File: src/rtl/cmt_clk_sequencer.sv
// cmt_clk_sequencer: sequences the CMT reset and LOCKED qualification and arbitrates
// glitch-free read-clock mux changes through break-before-make gating.
// Ports:
//   CLK, RESET (async, active-low)    - clock and reset
//   locked                             - async CMT LOCKED, 2-FF synchronised here
//   sel_req / sel_val                  - level source-change request and requested source
//   cmt_rst, mux_sel, clk_en           - CMT reset, read-clock mux select, consumer enable
//   ready, sel_ack, sel_err            - RUN indicator, completion / rejection pulses
//   fault, retry_cnt                   - sticky lock failure, lock timeouts since last lock
// All outputs are registered; a source change costs 2*GAP_CYCLES+1 cycles.
module cmt_clk_sequencer #(
  parameter int         RST_CYCLES   = 16,
  parameter int         LOCK_TIMEOUT = 1024,
  parameter int         LOCK_STABLE  = 64,
  parameter int         GAP_CYCLES   = 8,
  parameter int         MAX_RETRY    = 3,
  parameter logic [1:0] DEF_SEL      = 2'd2
) (
  input  logic       CLK,
  input  logic       RESET,
  input  logic       locked,
  input  logic       sel_req,
  input  logic [1:0] sel_val,
  output logic       cmt_rst,
  output logic [1:0] mux_sel,
  output logic       clk_en,
  output logic       ready,
  output logic       sel_ack,
  output logic       sel_err,
  output logic       fault,
  output logic [1:0] retry_cnt
);

  // One shared phase counter, wide enough for the largest interval it times.
  localparam int W_RST = $clog2(RST_CYCLES + 1);
  localparam int W_TO  = $clog2(LOCK_TIMEOUT + 1);
  localparam int W_STB = $clog2(LOCK_STABLE + 1);
  localparam int W_GAP = $clog2(GAP_CYCLES + 1);
  localparam int W_A   = (W_RST > W_TO) ? W_RST : W_TO;
  localparam int W_B   = (W_STB > W_GAP) ? W_STB : W_GAP;
  localparam int CW    = (W_A > W_B) ? W_A : W_B;

  localparam logic [CW-1:0] CNT_ONE  = CW'(1);
  localparam logic [CW-1:0] RST_LAST = CW'(RST_CYCLES - 1);
  localparam logic [CW-1:0] TO_LAST  = CW'(LOCK_TIMEOUT - 1);
  localparam logic [CW-1:0] STB_LAST = CW'(LOCK_STABLE - 1);
  localparam logic [CW-1:0] GAP_LAST = CW'(GAP_CYCLES - 1);
  localparam logic [1:0]    RETRY_LIM = 2'(MAX_RETRY);
  localparam logic [1:0]    SEL_BAD   = 2'd3;

  typedef enum logic [2:0] {
    S_RST_HOLD,
    S_WAIT_LOCK,
    S_STABLE,
    S_RUN,
    S_GATE_OFF,
    S_SWITCH,
    S_GATE_ON,
    S_FAULT
  } state_t;

  state_t        r_state;
  logic [CW-1:0] r_cnt;
  logic          r_lock_meta;
  logic          r_lock_s;
  logic [1:0]    r_sel_cap;
  logic          r_cmt_rst;
  logic [1:0]    r_mux_sel;
  logic          r_clk_en;
  logic          r_ready;
  logic          r_sel_ack;
  logic          r_sel_err;
  logic          r_fault;
  logic [1:0]    r_retry;

  logic [1:0]    w_retry_nxt;
  logic          w_req_take;

  assign w_retry_nxt = r_retry + 2'd1;
  // A request is not re-sampled in the cycle its ack/err pulse is out, so a
  // requester that drops sel_req on seeing the pulse gets exactly one response.
  assign w_req_take  = sel_req & ~r_sel_ack & ~r_sel_err;

  always_ff @(posedge CLK or negedge RESET) begin
    if (!RESET) begin
      r_state     <= S_RST_HOLD;
      r_cnt       <= '0;
      r_lock_meta <= 1'b0;
      r_lock_s    <= 1'b0;
      r_sel_cap   <= DEF_SEL;
      r_cmt_rst   <= 1'b1;
      r_mux_sel   <= DEF_SEL;
      r_clk_en    <= 1'b0;
      r_ready     <= 1'b0;
      r_sel_ack   <= 1'b0;
      r_sel_err   <= 1'b0;
      r_fault     <= 1'b0;
      r_retry     <= 2'd0;
    end else begin
      r_lock_meta <= locked;
      r_lock_s    <= r_lock_meta;
      r_sel_ack   <= 1'b0;
      r_sel_err   <= 1'b0;

      case (r_state)
        S_RST_HOLD: begin
          if (r_cnt == RST_LAST) begin
            r_state   <= S_WAIT_LOCK;
            r_cmt_rst <= 1'b0;
            r_cnt     <= '0;
          end else begin
            r_cnt <= r_cnt + CNT_ONE;
          end
        end

        S_WAIT_LOCK: begin
          if (r_lock_s) begin
            r_state <= S_STABLE;
            r_cnt   <= '0;
          end else if (r_cnt == TO_LAST) begin
            r_retry   <= w_retry_nxt;
            r_cnt     <= '0;
            r_cmt_rst <= 1'b1;
            if (w_retry_nxt == RETRY_LIM) begin
              r_state <= S_FAULT;
              r_fault <= 1'b1;
            end else begin
              r_state <= S_RST_HOLD;
            end
          end else begin
            r_cnt <= r_cnt + CNT_ONE;
          end
        end

        S_STABLE: begin
          if (!r_lock_s) begin
            // A glitch in LOCKED restarts the full timeout window.
            r_state <= S_WAIT_LOCK;
            r_cnt   <= '0;
          end else if (r_cnt == STB_LAST) begin
            r_state  <= S_RUN;
            r_clk_en <= 1'b1;
            r_ready  <= 1'b1;
            r_retry  <= 2'd0;
            r_cnt    <= '0;
          end else begin
            r_cnt <= r_cnt + CNT_ONE;
          end
        end

        S_RUN, S_GATE_OFF, S_SWITCH, S_GATE_ON: begin
          if (!r_lock_s) begin
            // Lock loss: abandon any switch, keep mux_sel, re-run the CMT reset.
            r_state   <= S_RST_HOLD;
            r_cmt_rst <= 1'b1;
            r_clk_en  <= 1'b0;
            r_ready   <= 1'b0;
            r_cnt     <= '0;
          end else begin
            case (r_state)
              S_RUN: begin
                if (w_req_take) begin
                  if (sel_val == SEL_BAD) begin
                    r_sel_err <= 1'b1;
                  end else if (sel_val == r_mux_sel) begin
                    r_sel_ack <= 1'b1;
                  end else begin
                    r_state   <= S_GATE_OFF;
                    r_sel_cap <= sel_val;
                    r_clk_en  <= 1'b0;
                    r_ready   <= 1'b0;
                    r_cnt     <= '0;
                  end
                end
              end
              S_GATE_OFF: begin
                if (r_cnt == GAP_LAST) begin
                  r_state   <= S_SWITCH;
                  r_mux_sel <= r_sel_cap;
                  r_cnt     <= '0;
                end else begin
                  r_cnt <= r_cnt + CNT_ONE;
                end
              end
              S_SWITCH: begin
                if (r_cnt == GAP_LAST) begin
                  r_state   <= S_GATE_ON;
                  r_clk_en  <= 1'b1;
                  r_sel_ack <= 1'b1;
                  r_cnt     <= '0;
                end else begin
                  r_cnt <= r_cnt + CNT_ONE;
                end
              end
              default: begin
                r_state <= S_RUN;
                r_ready <= 1'b1;
              end
            endcase
          end
        end

        S_FAULT: begin
          r_state <= S_FAULT;
        end

        default: begin
          r_state   <= S_RST_HOLD;
          r_cmt_rst <= 1'b1;
          r_clk_en  <= 1'b0;
          r_ready   <= 1'b0;
          r_cnt     <= '0;
        end
      endcase
    end
  end

  assign cmt_rst   = r_cmt_rst;
  assign mux_sel   = r_mux_sel;
  assign clk_en    = r_clk_en;
  assign ready     = r_ready;
  assign sel_ack   = r_sel_ack;
  assign sel_err   = r_sel_err;
  assign fault     = r_fault;
  assign retry_cnt = r_retry;

endmodule

File: config.mk
export PLATFORM = sky130hd
export DESIGN_NAME = cmt_clk_sequencer
export DESIGN_NICKNAME = d
export VERILOG_FILES = /design/src/rtl/cmt_clk_sequencer.sv
export SDC_FILE = /design/constraint.sdc
export NUM_CORES = 1
export LEC_CHECK = 0
export BUFFER_PORTS_ARGS = -buffer_cell sky130_fd_sc_hd__buf_4
export CAP_MARGIN = 40
export CORE_ASPECT_RATIO = 0.7
export CORE_MARGIN = 5
export CORE_UTILIZATION = 25
export DETAILED_ROUTE_END_ITERATION = 7
export GPL_ROUTABILITY_DRIVEN = 0
export PLACE_DENSITY_LB_ADDON = 0.1
export REMOVE_ABC_BUFFERS = 1
export SLEW_MARGIN = 20
export SYNTH_ARGS = -nofsm -noshare
export SYNTH_HDL_FRONTEND = slang
export SYNTH_SLANG_ARGS = --single-unit
File: constraint.sdc
create_clock -name CLK -period 2.5 [get_ports CLK]
set_input_delay 0.375 -clock CLK [delete_from_list [all_inputs] [get_ports CLK]]
set_output_delay 0.375 -clock CLK [all_outputs]
set_load 0.02 [all_outputs]
After elaboration in Yosys (flattened, before gate mapping)
Cells that the tools add are included.

cells by class
  equality and inequality tests = 30
  mux-type cells = 60
  bitwise operators = 7
  $add $sub $neg = 2
  reduce and logical (&&, ||, !) cells = 16

operator list
  cell                   number
  $mux 11                10
  $pmux 11 s4            1
  $mux 3                 12
  $ne 4x4->1 const B     7
  $mux 1                 23
  $pmux 11 s2            1
  $reduce_and 8->1       2
  $pmux 3 s5             1
  $reduce_and 5->1       3
  $eq 3x3->1 const B     4
  $ne 2x2->1 const B     6
  $add 11x1->11 const B  1
  $eq 11x10->1 const B   1
  $eq 11x3->1 const B    1
  $eq 11x4->1 const B    1
  $eq 11x6->1 const B    1
  $pmux 1 s2             5
  $ne 3x3->1 const B     3
  $pmux 3 s3             1
  $mux 2                 4
  $reduce_and 4->1       2
  $reduce_and 7->1       1
  $eq 3x2->1 const B     2
  $reduce_and 6->1       1
  14 further kinds       21

storage, ports and cells
  input port bits = 6
  register bits after elaboration = 28
  logic and storage cells = 128

Longest topological paths before layout
Gate-level depths: netlist of run 1.

  depth in word-level cells = 7
  gate-level depth with buffers = 7
  depth with buffers taken out = 7

Worst setup path after synthesis of run 1
OpenSTA, ideal clock, no wires.

  path type = register -> register
  start point = reg r_cnt[6]
  end point = reg r_cnt[7]
  cell stages (with the launch flop) = 7
  required time = 2374 ps
  clock period less this slack = 2392 ps
  arrival = 2266 ps
  setup slack = 108 ps
  cell sequence = dfrtp_1 or4_4 o22a_1 or4b_4 or2_1 and3_1 a221o_1

on the way
  word-level cells in the longest chain between the ends = 5
  elaborated cells between the ends (all ways) = 14
  classes of those cells = add/sub: 1; eq/ne: 4; mux: 9

ends and longest elaborated chain
  what                                                 line      text
  from (decl)                                          63        logic [CW-1:0] r_cnt;
  from (signal assigned)                               112       r_cnt <= r_cnt + CNT_ONE;
  from (signal assigned)                               131       r_cnt <= r_cnt + CNT_ONE;
  from (signal assigned)                               147       r_cnt <= r_cnt + CNT_ONE;
  $add 11x1->11 / $eq 11x3->1 (equally long branches)  -
  $mux 11                                              177, 186
  $pmux 11 s2                                          160       case (r_state)
  $mux 11                                              152       if (!r_lock_s) begin
  $pmux 11 s4 (*)                                      105       case (r_state)

Every way passes the cells marked *; elsewhere a longest branch is shown, timed or not.
A chain may end at the register's enable or synchronous reset.

Worst setup path in the final report of run 1
  start point = reg r_cnt[10]
  end point = reg r_cnt[7]

on the way
  word-level cells in the longest chain between the ends = 5
  elaborated cells between the ends (all ways) = 13
  classes of those cells = eq/ne: 4; mux: 9

ends and longest elaborated chain
  what             line
  $eq 11x3->1      177, 186
  $mux 11          177, 186
  $pmux 11 s2      160
  $mux 11          152
  $pmux 11 s4 (*)  105

Marks and branches as above.

==> results of run 1 <==
==> routing by layer <==
metal  share of wire  vias to the layer above  GRT usage
met4          0.0075                        0    0.02018
li1                -                      731          -
met2            0.39                       36     0.1483
met5               0                        -          0
met1            0.56                      674     0.1713
met3           0.049                        2    0.02924
==> state kept, by name, indices dropped and copies added, names as in the netlist <==
register	flops
r_lock_s	1
cmt_rst	1
ready	1
sel_ack	1
fault	1
sel_err	1
clk_en	1
r_state	3
r_cnt	11
r_lock_meta	1
r_sel_cap	2
mux_sel	2
retry_cnt	2
==> layout by cell type (no fill, tap or decap), drive strengths merged, types with 2 or more instances in the layout <==
cell    count
nor2b       6
o21bai      5
nand2      14
o21a        2
and2        3
and3        5
clkbuf      4
a221o       2
ha          3
mux2        5
nor4        3
a211oi      3
nor2       14
a22o        6
inv         6
xnor2       4
nor3        8
buf        33
a21oi       7
nand4       2
or2         5
or4         2
o21ai      11
dfstp       3
dfrtp      25
nand3       8
nand2b      3
==> cell type report <==
class / count / share of cell area
clock buffers: 4 / 0.02180
flip-flops and latches: 28 / 0.3410
well taps: 94 / 0.05694
repair buffers: 33 / 0.1199
inverters: 6 / 0.01090
multi-input cells: 140 / 0.4494
==> report_power, final <==
group,internal (µW),switching (µW)
clock network,114,139
registers,522,51.8
logic,192,199
==> through the flow <==
stage          instance area [µm²]  worst slack, ps  hold slack, ps  cells  utilization
2_1_floorplan                 1652            104.8           79.41    174            -
3_3_place_gp                  2017            90.95           325.1    301       0.3027
3_5_place_dp                  2017            39.78           325.4    301       0.3027
4_1_cts                       2062            24.36           16.83    305       0.3095
5_1_grt                       2066           -46.06           35.27    305       0.3100
6_report                      2066            28.64           13.29    305       0.3100
==> worst reg2reg max path: stages (launching register included) <==
cell     delay (ps)
dfrtp_1         410
or4_4           550
o22a_1          220
or4b_4          500
or2_1           250
and3_1          170
a221o_1         260
==> how the worst max path moves through the flow <==
stage	start	end	slack, ps	cells after the start
after detailed placement	r_cnt[10]	r_cnt[7]	40	6
after CTS	r_cnt[10]	r_cnt[7]	20	6
after global placement	r_cnt[6]	r_cnt[7]	90	6
final	r_cnt[10]	r_cnt[7]	30	6
after floorplan	r_cnt[6]	r_cnt[7]	100	6
after global routing	r_cnt[10]	r_cnt[10]	-50	7
==> cell families after synthesis <==
group	Yosys count
buf+inv	15
compound gates	49
fa+ha+maj	3
simple gates	79
flops	28
xor+xnor	4
mux	5
==> impl_metrics.csv, run 1 <==
group,metric,value,unit
routing,wl_per_cell,14.08,µm
final_layout,drive_gt1_frac,0.2749,
setup_path,regToRegStartpoint,"r_cnt[10]",
global_route,grt_pass1_wl,7403,µm
clock_tree,cts.sinks,28,
job,maxCapViolCount,0,
clock_tree,cts.repair.resized,0,
setup_path,timing.rr.end,"r_cnt[7]",
synthesis,synth-simple-area-share,0.2593,
floorplan,initial_core_util,0.2535,
clock_tree,cts_tree,"done",
setup_path,crit_type,"reg -> reg",
synthesis,synth-seq-area-share,0.4170,
synthesis,synth-xor-area-share,0.02074,
sta,relSlewSlack,0.4997,
floorplan,die_w,108.2,µm
synthesis,synth_top_family_by_area,"simple AND/OR/NAND/NOR gates",
power,finalPower,1219,µW
sta,fmax,404.6,MHz
synthesis,ys_async_sr_fraction,1.000,
clock_tree,numCtsBuffers,3,
synthesis,synth_cell_types,51,
synthesis,synth_fa_ha_area_frac,0.02222,
setup_path,cp_num_buf_inv,0,
setup_path,slowest_stage,"or4_4",
clock_tree,clock_latency,270,ps
synthesis,netlist_top_cells_count,"dfrtp_1 (25), nand2_1 (14), nor2_1 (13)",
synthesis,synth_edf_count,0,
clock_tree,cts_setup_buffers,0,
power,p_leak,0.0009467,µW
clock_tree,cts_buffer_depth,2,
routing,dr.pass1.iters,4,
setup_path,reg2regPathDepth,6,
synthesis,synth_compound_area_frac,0.2119,
setup_path,regToRegSetupSlack,30,ps
placed_design,place.port_buffers,15,
final_layout,seq_area,704.4,µm²
routing,drtAntennaViolNets,0,
sta,min_period,2471,ps
floorplan,fp.dieArea,8526,µm²
sta,final_max_slew_viol_count,0,
power,p_per_area,590.0,nW/µm²
clock_tree,h-tree-depth,1,
setup_path,cp_top_family,"simple AND/OR/NAND/NOR gates",
sta,fin_setup_tns,0,ps
synthesis,synth_top_area_frac,0.3704,
synthesis,synth-seq-cells,28,
synthesis,synth_area_leaders,"dfrtp_1 (37%), dfstp_2 (4.7%), mux2_2 (3.3%)",
sta,min_period_over_period,0.9885,
sta,grt_setup_unrepaired,"yes",
clock_tree,ctsHoldBuffers,0,
synthesis,yosys_warnings,0,
synthesis,synth.most_common_cell,"dfrtp_1",
setup_path,critPathMaxStageDelay,550,ps
routing,viasPerCell,4.731,
status,outcome,"completed",
floorplan,fp.dieH,78.77,µm
setup_path,path_cells,"or4_4, o22a_1, or4b_4, or2_1, and3_1, a221o_1",
global_route,grt_pass1_vias,1426,
power,ir_drop,209.7,µV
sta,final_hold_viol_count,0,
setup_path,path_max_fanout,4,
final_layout,area_growth,22.30,%
synthesis,ys.flop_type,"dfrtp_1",
setup_path,start_kind,"register",
global_route,grt_util_all_layers,0.1093,
synthesis,synth_area,1689,µm²
clock_tree,clk_pin_slew,100,ps
global_route,grt.overflow.total,0,
worst_hold_path,min_path_type,"in -> async",
sta,tightest_slew,740.4,ps
global_route,antenna_found_initial,0,
synthesis,muxShareOfSynthArea,0.03333,
routing,first_iter_violations,90,
synthesis,postSynthCellCount,183,
sta,fin_skew,5.130,ps
clock_tree,root_buffer,"clkbuf_8",
global_route,grt_max_degree,29,
synthesis,syn_avg_cell_area,9.230,µm²
final_layout,multi_input_area,928.4,µm²
setup_path,end_kind,"register",
floorplan,coreArea,6663,µm²
floorplan,pin_count,16,
placed_design,dp_hpwl,3314,µm
setup_path,critical_path_arrival,2640,ps
floorplan,rows,25,
setup_path,cp.required,2670,ps
sta,setup_viol,0,
routing,num_vias,1443,
synthesis,synth_top_area_cell,"dfrtp_1",
final_layout,nNetsFinal,221,
routing,totalWireLength,4293,µm
routing,drc,0,
final_layout,antenna_cells,0,
final_layout,fill_cells,689,
No activity file was read; power rests on OpenSTA's default activity.
==> run 2: changes to the inputs <==
MAX_ROUTING_LAYER = met4   (was default)
==> run 2 against run 1 <==
First-iteration DRC count stayed put. Count of clock-buffer cells in the layout stayed put. Final area stayed put. Global-route usage is 0.30 points higher. Critical path depth stayed put. Sequential cell count stayed put. Critical path type unchanged.
==> impl_metrics.csv, run 2 (synthesis gave the netlist of run 1 again) <==
group,metric,value,unit
status,outcome,"completed",
setup_path,cp.required,2660,ps
setup_path,regToRegSetupSlack,30,ps
sta,setup_ws,28.64,ps
clock_tree,cts_buffer_depth,2,
job,maxCapViolCount,0,
sta,min_period,2471,ps
floorplan,die_w,108.2,µm
power,finalPower,1219,µW
final_layout,nNetsFinal,221,
setup_path,timing.rr.end,"r_cnt[7]",
clock_tree,clk_pin_slew,100,ps
routing,wl_per_cell,14.06,µm
clock_tree,root_buffer,"clkbuf_8",
final_layout,final_cell_mix,"buf_4 (33), dfrtp_1 (25), nand2_1 (14)",
sta,min_period_over_period,0.9885,
routing,num_vias,1444,
final_layout,fin_util,0.3100,
sta,final_max_slew_viol_count,0,
worst_hold_path,min_path_type,"in -> async",
floorplan,fp.dieArea,8526,µm²
floorplan,fp.dieH,78.77,µm
power,ir_drop,209.7,µV
sta,setup_viol,0,
final_layout,final_cell_count_no_fill,305,
clock_tree,clock_latency,270,ps
setup_path,crit_type,"reg -> reg",
setup_path,critical_path_arrival,2640,ps
sta,relSlewSlack,0.4997,
final_layout,reg_top3,"r_cnt (11), r_state (3)",
sta,holdWs,13.29,ps
global_route,grt.overflow.total,0,
sta,fmax,404.6,MHz
global_route,grt_pass1_vias,1425,
global_route,grt_util_all_layers,0.1123,
global_route,grt_max_degree,29,
setup_path,start_kind,"register",
clock_tree,h-tree-depth,1,
setup_path,end_kind,"register",
setup_path,reg2regPathDepth,6,
floorplan,rows,25,
floorplan,coreArea,6663,µm²
floorplan,initial_core_util,0.2535,
final_layout,antenna_cells,0,
global_route,grt_pass1_wl,7410,µm
placed_design,dp_hpwl,3314,µm
placed_design,dp_slack,39.78,ps
routing,first_iter_violations,90,
routing,dr.pass1.iters,4,
final_layout,largest_reg_flops,11,
sta,tightest_slew,740.4,ps
routing,viasPerCell,4.734,
floorplan,pin_count,16,
clock_tree,cts.sinks,28,
power,p_leak,0.0009467,µW
clock_tree,cts_setup_buffers,0,
placed_design,place.port_buffers,15,
setup_path,regToRegStartpoint,"r_cnt[10]",
placed_design,dp_cells,301,
setup_path,path_max_fanout,4,
final_layout,drive_gt1_frac,0.2749,
routing,drtAntennaViolNets,0,
power,p_per_area,590.0,nW/µm²
final_layout,area_growth,22.30,%
sta,grt_setup_unrepaired,"yes",
sta,fin_skew,5.131,ps
global_route,antenna_found_initial,0,
final_layout,regMostFlops,"r_cnt",
routing,totalWireLength,4288,µm
clock_tree,cts_tree,"done",
final_layout,layout_commonest_cell,"buf_4",
sta,final_hold_viol_count,0,
clock_tree,numCtsBuffers,3,
routing,drc,0,
## run 2: cell counts in the layout (fill, tap and decap cells not counted)
No cell type changed its count.
## run 2: worst max path at each step
| stage | start | slack (ps) | end |
|---|---|---|---|
| after detailed placement | r_cnt[10] | 40 | r_cnt[7] |
| after global routing | r_cnt[10] | -50 | r_cnt[10] |
| after CTS | r_cnt[10] | 20 | r_cnt[7] |
| final | r_cnt[10] | 30 | r_cnt[7] |
| after floorplan | r_cnt[6] | 100 | r_cnt[7] |
| after global placement | r_cnt[6] | 90 | r_cnt[7] |
## run 2: layout make-up
cell class / count / area (µm²)
fill: 689 / 4597
multi-input combinational: 140 / 928.4
sequential: 28 / 704.4
timing repair buffer: 33 / 247.7
tap: 94 / 117.6
clock buffer: 4 / 45.04
inverter: 6 / 22.52
## run 2: worst max-delay path, stage by stage, from the launching register on
cell	delay (ps)
dfrtp_1	410
or4_4	550
o22a_1	220
or4b_4	500
or2_1	250
and3_1	170
a221o_1	260
## run 2: stage by stage
| stage | instance area [µm²] | TNS, ps |
|---|---|---|
| floorplan | 1652 | 0 |
| global placement | 2017 | 0 |
| detailed placement | 2017 | 0 |
| CTS | 2062 | 0 |
| global route | 2066 | -120.9 |
| finish | 2066 | 0 |
## run 2: repair_timing
item	CTS	global route
resized for setup	0	1
setup endpoints to repair	0	5
hold endpoints to repair	0	0
hold buffers	0	0
## run 2: power breakdown
group / total, µW / internal [µW] / switching (µW) / leakage, µW
sequential: 574 / 522 / 51.8 / 0.000364
combinational: 391 / 192 / 199 / 0.000560
clock: 254 / 114 / 139 / 0.0000228
total: 1220 / 829 / 390 / 0.000947
## run 2: per-layer routing
| layer | track usage | wire [µm] | up-vias |
|---|---|---|---|
| met3 | 0.02843 | 229 | 2 |
| met2 | 0.1483 | 1653 | 41 |
| met5 | - | 0 | - |
| li1 | - | - | 731 |
| met4 | 0.02018 | 32 | 0 |
| met1 | 0.1718 | 2373 | 670 |
